==> src/rtl/serial_cmp_pkg.sv <==
`default_nettype none
// ============================================================================
//  Module      : serial_cmp_pkg
//  Description : Shared definitions for the bit-serial magnitude comparator:
//                FSM state encoding and one-hot result codes {gt,eq,lt}.
//  Revision    : 1.0 - initial release
// ============================================================================
package serial_cmp_pkg;

    typedef enum logic [1:0] {
        IDLE = 2'd0,
        RUN  = 2'd1,
        DONE = 2'd2
    } state_t;

    // Result codes, packed as {gt, eq, lt}
    localparam logic [2:0] RES_NONE = 3'b000;
    localparam logic [2:0] GT       = 3'b100;
    localparam logic [2:0] EQ       = 3'b010;
    localparam logic [2:0] LT       = 3'b001;

endpackage
`default_nettype wire

==> src/rtl/cmp_bit.sv <==
`default_nettype none
// ============================================================================
//  Module      : cmp_bit
//  Description : Combinational single-bit-pair comparison. With msb_inv set
//                (sign bit of a two's-complement compare) the sense is
//                inverted: the operand holding a 1 is the smaller one.
//  Ports       : a_bit, b_bit - bit pair under examination
//                msb_inv      - invert comparison sense
//                gt, lt       - a_bit greater / less than b_bit
//  Revision    : 1.0 - initial release
// ============================================================================
module cmp_bit (
    input  logic a_bit,
    input  logic b_bit,
    input  logic msb_inv,
    output logic gt,
    output logic lt
);

    logic w_a_hi;
    logic w_b_hi;

    assign w_a_hi = a_bit & ~b_bit;
    assign w_b_hi = ~a_bit & b_bit;

    assign gt = msb_inv ? w_b_hi : w_a_hi;
    assign lt = msb_inv ? w_a_hi : w_b_hi;

endmodule
`default_nettype wire

==> src/rtl/serial_comparator.sv <==
`default_nettype none
// ============================================================================
//  Module      : serial_comparator
//  Description : Bit-serial magnitude comparator, MSB first, one bit pair per
//                cycle. Supports unsigned and two's-complement operands.
//                Optional macro SERIAL_CMP_EARLY_EXIT_EN: finish at the first
//                differing bit instead of always scanning all W bits.
//  Ports       : clk, reset_n (async, active low)
//                start, a, b, signed_mode - request and operands (latched)
//                busy  - comparison in progress
//                done  - one-cycle result strobe
//                gt/eq/lt - held result flags, exactly one high after a run
//  Revision    : 1.0 - initial release
// ============================================================================
module serial_comparator
    import serial_cmp_pkg::*;
#(
    parameter int W = 8
) (
    input  logic         clk,
    input  logic         reset_n,
    input  logic         start,
    input  logic [W-1:0] a,
    input  logic [W-1:0] b,
    input  logic         signed_mode,
    output logic         busy,
    output logic         done,
    output logic         gt,
    output logic         eq,
    output logic         lt
);

    localparam int              IW        = (W > 1) ? $clog2(W) : 1;
    localparam logic [IW-1:0]   C_MSB_IDX = IW'(W - 1);

    state_t        r_state;
    state_t        w_next;
    logic [W-1:0]  r_a;
    logic [W-1:0]  r_b;
    logic          r_sm;
    logic [IW-1:0] r_idx;
    logic [2:0]    r_dec;     // first decisive bit result, RES_NONE until then
    logic [2:0]    r_res;     // presented result flags
    logic [2:0]    w_final;
    logic          w_bgt;
    logic          w_blt;
    logic          w_inv;
    logic          w_last;
    logic          w_stop;

    assign w_inv  = r_sm & (r_idx == C_MSB_IDX);
    assign w_last = (r_idx == '0);

    cmp_bit u_cmp_bit (
        .a_bit   (r_a[r_idx]),
        .b_bit   (r_b[r_idx]),
        .msb_inv (w_inv),
        .gt      (w_bgt),
        .lt      (w_blt)
    );

    // Result as it stands after the current bit is folded in; an earlier
    // decision always takes precedence over lower-order bits.
    always_comb begin
        w_final = EQ;
        if (r_dec != RES_NONE) begin
            w_final = r_dec;
        end else if (w_bgt) begin
            w_final = GT;
        end else if (w_blt) begin
            w_final = LT;
        end
    end

`ifdef SERIAL_CMP_EARLY_EXIT_EN
    // Any difference seen in RUN is the first one, since the run ends on it.
    assign w_stop = w_last | w_bgt | w_blt;
`else
    assign w_stop = w_last;
`endif

    always_comb begin
        w_next = r_state;
        case (r_state)
            IDLE:    if (start)  w_next = RUN;
            RUN:     if (w_stop) w_next = DONE;
            DONE:    w_next = IDLE;
            default: w_next = IDLE;
        endcase
    end

    always_ff @(posedge clk or negedge reset_n) begin
        if (!reset_n) begin
            r_state <= IDLE;
            r_a     <= '0;
            r_b     <= '0;
            r_sm    <= 1'b0;
            r_idx   <= '0;
            r_dec   <= RES_NONE;
            r_res   <= RES_NONE;
        end else begin
            r_state <= w_next;
            case (r_state)
                IDLE: begin
                    if (start) begin
                        r_a   <= a;
                        r_b   <= b;
                        r_sm  <= signed_mode;
                        r_idx <= C_MSB_IDX;
                        r_dec <= RES_NONE;
                    end
                end
                RUN: begin
                    if ((r_dec == RES_NONE) && (w_bgt || w_blt)) begin
                        r_dec <= w_bgt ? GT : LT;
                    end
                    if (!w_last) begin
                        r_idx <= r_idx - 1'b1;
                    end
                    if (w_stop) begin
                        r_res <= w_final;
                    end
                end
                default: ;
            endcase
        end
    end

    assign busy = (r_state == RUN);
    assign done = (r_state == DONE);
    assign gt   = r_res[2];
    assign eq   = r_res[1];
    assign lt   = r_res[0];

endmodule
`default_nettype wire

==> config.mk <==
export PLATFORM = sky130hd
export DESIGN_NAME = serial_comparator
export DESIGN_NICKNAME = d
export VERILOG_FILES = /design/src/rtl/serial_cmp_pkg.sv /design/src/rtl/cmp_bit.sv /design/src/rtl/serial_comparator.sv
export SDC_FILE = /design/constraint.sdc
export NUM_CORES = 1
export LEC_CHECK = 0
export ABC_AREA = 1
export CAP_MARGIN = 20
export CORE_AREA = 2 2 52 66
export CTS_BUF_LIST = sky130_fd_sc_hd__clkbuf_2
export CTS_CLUSTER_DIAMETER = 150
export DETAILED_ROUTE_END_ITERATION = 6
export DIE_AREA = 0 0 54 68
export PLACE_DENSITY_LB_ADDON = 0.25
export SLEW_MARGIN = 20
export SYNTH_ARGS = -nofsm -noshare
export SYNTH_HDL_FRONTEND = slang
export SYNTH_SLANG_ARGS = --single-unit
==> constraint.sdc <==
create_clock -name clk -period 2.4 [get_ports clk]
set_clock_uncertainty 0.05 [all_clocks]
set_input_delay 0.72 -clock clk [delete_from_list [all_inputs] [get_ports clk]]
set_output_delay 0.72 -clock clk [all_outputs]
set_load 0.02 [all_outputs]
After elaboration in Yosys (flattened, before gate mapping)
Cells that the tools add are included.

storage, ports and cells
  register bits after elaboration = 28
  input port bits = 20
  output and inout port bits = 5
  word-level logic and storage cells = 52

cells by class
  add/subtract/negate cells = 1
  magnitude comparators = 1
  equal/unequal tests = 7
  muxes and demuxes = 19
  bitwise gates (word level) = 5
  reduce and logical (&&, ||, !) cells = 12

operator list
  kind                   count
  $mux W3                7
  $pmux W3 S2            2
  $bmux W1 S3            2
  $logic_not A3 Y1       2
  $mux W2                3
  $reduce_and A2 Y1      3
  $reduce_and A3 Y1      2
  $lt A3 B4 Y1 const B   1
  $mux W1                4
  $ne A2 B1 Y1 const B   2
  $ne A2 B2 Y1 const B   2
  $pmux W2 S2            1
  $and A1 B1 Y1          3
  $eq A3 B3 Y1 const B   1
  $reduce_bool A3 Y1     1
  $sub A3 B1 Y3 const B  1
  $eq A2 B1 Y1 const B   1
  $eq A2 B2 Y1 const B   1
  $logic_not A2 Y1       1
  $not A1 Y1             2
  $reduce_bool A2 Y1     1
  $logic_and A1 B1 Y1    1
  $logic_or A1 B1 Y1     1

Depth between registers and ports, before layout
Gate-level depths: netlist of run 1.

  word-level depth = 9
  mapped depth = 14
  depth with buffers taken out = 12

Hierarchy
From an unflattened synthesis of run 1, not the netlist that was laid out.

second synthesis, totals
  cell total of the unflattened synthesis = 182
  area, all modules = 1378.8 um2

modules (own cells, without submodules)
  module             times used  cells each  area an instance (um2)  seq. area each (um2)
  serial_comparator  1           173         1340.0                  675.6
  cmp_bit            1           9           38.8                    0.0

Worst setup path before layout of run 1
OpenSTA, ideal clock, no wires.

  path type = reg2reg
  from = register r_idx[0]
  to = register r_dec[2]
  library setup time = 65 ps
  arrival = 1574 ps
  required time = 2285 ps
  path slack = 711 ps
  cell stages (with the launch flop) = 15
  path buffers = 2
  period minus slack after synthesis = 1689 ps
  cell sequence = dfrtp_1 > buf_4 > inv_2 > buf_6 > nand2_1 > nand3_1 > nand2_1 > nand2_1 > nand2_1 > ha_1 > inv_1 > nand3_2 > nand2_1 > nand3_1 > nand2_1

between the ends
  word-level cells in the longest chain between the ends = 9
  elaborated cells between the ends (all ways) = 19
  classes of those cells = 2 x eq/ne; 9 x mux; 5 x bitwise; 3 x reduce/logical

RTL lines
  item                                line                                              text
  start, declared                     serial_comparator.sv:41                           logic [IW-1:0] r_idx;
  start signal, assigned              serial_comparator.sv:118                          r_idx <= r_idx - 1'b1;
  $bmux W1 S3 (on tied branches)      serial_comparator.sv:56, serial_comparator.sv:55
  $mux W1 (on tied branches)          serial_comparator.sv:56, serial_comparator.sv:55
  $not A1 Y1 (on tied branches)       cmp_bit.sv:23, cmp_bit.sv:24
  $and A1 B1 Y1 (on tied branches)    cmp_bit.sv:23, cmp_bit.sv:24
  $mux W1 (on tied branches)          cmp_bit.sv:26, cmp_bit.sv:27
  $logic_or A1 B1 Y1                  serial_comparator.sv:114                          if ((r_dec == RES_NONE) && (w_bgt || w_blt)) begin
  $logic_and A1 B1 Y1                 serial_comparator.sv:114
  $ne A2 B1 Y1 (no source line)       -
  $reduce_and A3 Y1 (no source line)  -
  end signal, assigned                serial_comparator.sv:115                          r_dec <= w_bgt ? GT : LT;
  end, declared                       serial_comparator.sv:42                           logic [2:0] r_dec;

Parallel ways exist; a longest one is shown, timed or not. The select of a mux whose other input is x is not followed.
A chain may end at the register's enable or synchronous reset.

Worst setup path after layout of run 1
  from = register r_state[0]
  to = output busy

between the ends
  word-level cells in the longest chain between the ends = 1

RTL lines
  item                    line                      text
  start, declared         serial_comparator.sv:36   state_t r_state;
  start signal, assigned  serial_comparator.sv:102  r_state <= w_next;
  $eq A2 B1 Y1            serial_comparator.sv:129  assign busy = (r_state == RUN);
  end, declared           serial_comparator.sv:26   output logic busy,

Every way passes these cells.

==> results of run 1 <==
how the worst max path moves through the flow:
stage	startpoint	depth (start not counted)	endpoint	slack, ns
3_5_place_dp	r_state[0]	3	busy	0.36
5_1_grt	r_state[0]	3	busy	0.11
3_3_place_gp	r_state[1]	2	busy	0.39
2_1_floorplan	r_idx[0]	14	r_dec[2]	0.71
4_1_cts	r_state[1]	3	done	0.03
6_report	r_state[0]	3	busy	0.21
logic make-up after synthesis:
family / share of synthesized area
simple gates: 0.305
buf+inv: 0.110
fa+ha+maj: 0.0427
flops: 0.462
compound gates: 0.0803
flip-flops by register name (all words and copies together), names as in the netlist:
signal and count:
r_a 8, r_dec 2, r_res 3, r_sm 1, r_state 2, r_b 8
r_idx 3
through the flow:
stage	cells	power, W	cell area (µm²)	hold WS (ns)
after floorplan	187	0.00176	1460	0.374
after detailed placement	243	0.00203	1700	0.440
after CTS	247	0.00220	1720	0.492
after global placement	243	0.00198	1700	0.418
after global routing	247	0.00243	1730	0.508
final	247	0.00218	1730	0.480
critical path: cells and delay by family (launching register included):
family | cells | cell delay, ns
buf+inv | 2 | 0.44
simple gates | 1 | 0.20
flops | 1 | 0.44
timing repair:
action,4_1_cts,5_1_grt
gates cloned,0,0
hold endpoints to repair,0,0
gates resized for setup,1,1
endpoints found under the setup margin,1,1
where the power goes:
group / switching (W) / internal [W] / total (W)
Clock: 0.000125 / 0.0000440 / 0.000169
Combinational: 0.000739 / 0.000462 / 0.00120
Sequential: 0.000143 / 0.000663 / 0.000806
layer usage:
| metal | up-vias | share of wire |
|---|---|---|
| met1 | 566 | 0.43 |
| met4 | 0 | 0.017 |
| li1 | 635 | - |
| met3 | 5 | 0.030 |
| met5 | - | 0 |
| met2 | 19 | 0.52 |
cell usage in the layout, fill, tap and decap left out, types with 2 or more instances in the layout:
master / n
nand2_1: 64
inv_1: 23
nand3_2: 2
nor2_4: 2
ha_1: 5
clkbuf_2: 4
clkdlybuf4s50_1: 22
dfrtp_1: 27
nand2_2: 2
nand3_1: 20
nand4_1: 3
inv_2: 4
nor2_1: 4
o21ai_1: 21
final cells by class:
type	count	area (µm²)
inverter	28	108
multi-input combinational	126	627
sequential	27	676
tap	37	46.3
timing repair buffer	25	249
clock buffer	4	20.0
fill	307	1380
==> impl_metrics.json, run 1 <==
{
  "drc": 0,
  "drive_above_1_share": 0.0810,
  "drv_cap": 0,
  "tritoncts": "built",
  "dp_hpwl_um": 2060,
  "critical_path_required_ns": 1.63,
  "setup_ws_ns": 0.212,
  "core_um2": 3110,
  "ys.warnings.count": 0,
  "drt_wl_total_um": 2730,
  "fin_crit_sh": 0.912,
  "netlist_instances": 187,
  "pin_count": 25,
  "area_growth_pct": 17.9,
  "finalHoldViolCount": 0,
  "worstPathArrival_ns": 1.42,
  "yosys_register_bits": 27,
  "reg2reg_depth": 11,
  "die_y_um": 68,
  "clkLatencyLatePin_ns": 0.35,
  "dieArea_um2": 3670,
  "grt_start_max_net_pins": 35,
  "synthTopCellsByArea": "dfrtp_1 46%, nand2_1 16%, o21ai_1 7.2%, nand3_1 6.8%, inv_1 5.9%",
  "syn_nets": 212,
  "numCtsBuffers": 3,
  "synthArstFlopShare": 1.00,
  "cts.sinks": 27,
  "r2r_end": "r_dec[2]",
  "synth-edff-count": 0,
  "place.gp.congestion": 0.770,
  "diodes": 0,
  "ys_top_cells_by_count": "64 x nand2_1, 27 x dfrtp_1, 23 x inv_1, 21 x o21ai_1, 20 x nand3_1",
  "num_rows": 23,
  "grt_pass1_wl_um": 4790,
  "yosys.area.top_type": "dfrtp_1",
  "vias": 1225,
  "first_pass_iters": 4,
  "maxSlewViolCount": 0,
  "synth_top_flop_cell": "dfrtp_1",
  "grt_overflow": 0,
  "die_x_um": 54,
  "htreeDepth": 1,
  "crit_path_start_kind": "flop",
  "synth.most_common_cell": "nand2_1",
  "hold_path.class": "reg2reg",
  "yosys.area.top_type_share": 0.462,
  "ys_types": 19,
  "nets": 236,
  "synth_area_um2": 1460,
  "critPathCaptureType": "output pin",
  "io_buffers": 24,
  "crit_chain": "inv_2 > nor2_4 > dlygate4sd2_1",
  "worst-path-max-fanout": 8,
  "use_met3": 0.0197,
  "postRouteAntennaNets": 0,
  "yosysSeqAreaShare": 0.462,
  "start_util": 0.471,
  "path_clk_slew_ns": 0.22,
  "cts_root_buf": "clkbuf_2",
  "avgSynthCellArea_um2": 7.83,
  "period_needed_ns": 2.19,
  "holdPathStages": 2,
  "met1_usage": 0.196,
  "rsz0062_at_grt": "false",
  "setup_viol": 0,
  "p_leak_nw": 0.891,
  "rrSetupSlack_ns": 0.42,
  "finalSetupTns_ns": 0,
  "drt_iter0_markers": 25,
  "grt_usage": 0.177,
  "use_met2": 0.332,
  "grt.busiest_layer": "met2",
  "grt_pass1_vias": 1178,
  "via_per_inst": 4.96,
  "min_from": "r_res[1]",
  "slew_headroom": 0.759,
  "dp_slack_ns": 0.355,
  "crit_slowest_cell": "dfrtp_1",
  "r2r_start": "r_idx[0]",
  "worst_pin_slew_ns": 0.361,
  "status": "finished clean",
  "cp_slowest_stage_delay_ns": 0.44,
  "fmax_mhz": 457,
  "hold-path-endpoint": "r_res[1]",
  "path_class": "reg2out",
  "power.density_nw_per_um2": 1260,
  "final_util": 0.555,
  "cts_hold_buf": 0,
  "cts.path.max_buffers": 2,
  "post_cts_buffers": 0,
  "routedWlPerCell_um": 11.0,
  "antenna_found_initial": 0,
  "max-vdd-ir-drop_mv": 0.689
}
Note: power is estimated with default switching activity, not from simulation.
==> inputs of run 2 (changes only) <==
Clock period 2.4 ns to 2.35 ns, I/O delays scaled along.
==> run 2 against run 1 <==
  * Non-clock buffer count unchanged
  * Wire length down 0.11%
  * Flip-flop and latch count unchanged
  * Core utilization down 0.12 points
  * Sequential share of layout area up 0.085 points
  * Combinational power about the same
  * Global-route usage about the same
  * Clock-buffer cell count unchanged
  * Die area unchanged
  * Setup slack worse by 0.034 ns
  * Total power up 2.1%
==> impl_metrics.json, run 2 (synthesized netlist as in run 1, its figures left out) <==
{
  "reg2reg_depth": 11,
  "p_leak_nw": 0.877,
  "final_common_cell": "nand2_1",
  "nets": 236,
  "dp_hpwl_um": 2060,
  "crit_start": "r_state[0]",
  "fin_crit_sh": 0.924,
  "cts.sinks": 27,
  "drt_iter0_markers": 35,
  "cts_hold_buf": 0,
  "max-vdd-ir-drop_mv": 0.704,
  "finalSetupTns_ns": 0,
  "io_buffers": 24,
  "dp_slack_ns": 0.320,
  "path_clk_slew_ns": 0.22,
  "place.gp.congestion": 0.770,
  "setup_ws_ns": 0.178,
  "die_y_um": 68,
  "drc": 0,
  "worstPathArrival_ns": 1.42,
  "via_per_inst": 4.95,
  "setup_viol": 0,
  "diodes": 0,
  "antenna_found_initial": 0,
  "path_buf_inv": 2,
  "postRouteAntennaNets": 0,
  "crit_slowest_cell": "dfrtp_1",
  "drive_above_1_share": 0.0810,
  "drv_cap": 0,
  "worst-path-max-fanout": 8,
  "first_pass_iters": 4,
  "worst_pin_slew_ns": 0.356,
  "start_util": 0.471,
  "final_cell_mix": "64 x nand2_1, 27 x dfrtp_1, 23 x inv_1",
  "maxSlewViolCount": 0,
  "grt_start_max_net_pins": 35,
  "htreeDepth": 1,
  "power.density_nw_per_um2": 1290,
  "cp_top_family": "flip-flops",
  "r2r_start": "r_idx[0]",
  "numCtsBuffers": 3,
  "min_from": "r_res[1]",
  "status": "finished clean",
  "crit_chain": "inv_2 > nor2_4 > dlygate4sd2_1",
  "die_x_um": 54,
  "core_um2": 3110,
  "cts.path.max_buffers": 2,
  "worstSetupPathDepth": 3,
  "critPathCaptureType": "output pin",
  "cts_root_buf": "clkbuf_2",
  "rsz0062_at_grt": "false",
  "tritoncts": "built",
  "period_needed_ns": 2.17,
  "area_growth_pct": 17.6,
  "holdPathStages": 2,
  "dieArea_um2": 3670,
  "cp_slowest_stage_delay_ns": 0.44,
  "crit_path_start_kind": "flop",
  "slew_headroom": 0.763,
  "hold_path.class": "reg2reg",
  "fmax_mhz": 460,
  "grt_usage": 0.177,
  "vias": 1223,
  "finalHoldViolCount": 0,
  "path_class": "reg2out",
  "pin_count": 25,
  "grt_pass1_wl_um": 4770,
  "drt_wl_total_um": 2720,
  "routedWlPerCell_um": 11.0,
  "top_regs": "r_a: 8 flops, r_b: 8 flops",
  "num_rows": 23,
  "clkLatencyLatePin_ns": 0.35,
  "grt_pass1_vias": 1177,
  "critical_path_required_ns": 1.59,
  "grt_overflow": 0
}
==> run 2: changes by cell type in the layout (fill, tap and decap cells not counted) <==
cell	delta
dlygate4sd2_1	+1
dlymetal6s2s_1	-1
==> run 2: timing repair <==
action,CTS,global route
setup endpoints to repair,2,0
resized for setup,2,0
setup buffers,0,0
==> run 2: final timing paths <==
path / endpoint / slack, ns
min in group asynchronous: r_dec[2] / 0.63
worst min-delay path: r_res[1] / 0.48
max in group asynchronous: r_a[0] / 1.37
worst max-delay path: busy / 0.18
worst max register to register: r_dec[2] / 0.38
worst min register to register: r_res[1] / 0.48
==> run 2: power breakdown <==
| part | internal, W | switching (W) | total [W] |
|---|---|---|---|
| Clock | 0.0000450 | 0.000128 | 0.000173 |
| Sequential | 0.000677 | 0.000146 | 0.000823 |
| Combinational | 0.000471 | 0.000755 | 0.00123 |
| Total | 0.00119 | 0.00103 | 0.00222 |
==> run 2: cell type report <==
cell class / instances / area (µm²)
clock buffer: 4 / 20.0
fill: 308 / 1390
inverter: 28 / 108
multi-input combinational: 126 / 627
sequential: 27 / 676
tap: 37 / 46.3
timing repair buffer: 25 / 245
==> run 2: routing by layer <==
| metal | track usage | vias to the layer above | wire length [µm] |
|---|---|---|---|
| li1 | - | 634 | - |
| met4 | 0.0750 | 0 | 47 |
| met5 | 0 | - | 0 |
| met3 | 0.0197 | 5 | 81 |
| met2 | 0.332 | 19 | 1410 |
| met1 | 0.195 | 565 | 1190 |
==> run 2: stage by stage <==
stage / instances / utilization / instance area, µm² / hold slack [ns] / power, W
finish: 247 / 0.554 / 1720 / 0.480 / 0.00222
global route: 247 / 0.554 / 1720 / 0.508 / 0.00248
CTS: 247 / 0.554 / 1720 / 0.492 / 0.00225
detailed placement: 243 / 0.548 / 1700 / 0.440 / 0.00207
global placement: 243 / 0.548 / 1700 / 0.418 / 0.00202
floorplan: 187 / - / 1460 / 0.359 / 0.00180
==> run 2: worst register-to-register path, stage by stage, from the launching register on <==
cell and delay, ns:
dfrtp_1 0.61, inv_2 0.19, nand2_1 0.10, nand3_1 0.08
nand3_1 0.09, o21ai_1 0.07, ha_1 0.34, inv_1 0.08
nand3_2 0.09, nand2_1 0.10, nand3_1 0.07, nand2_1 0.07
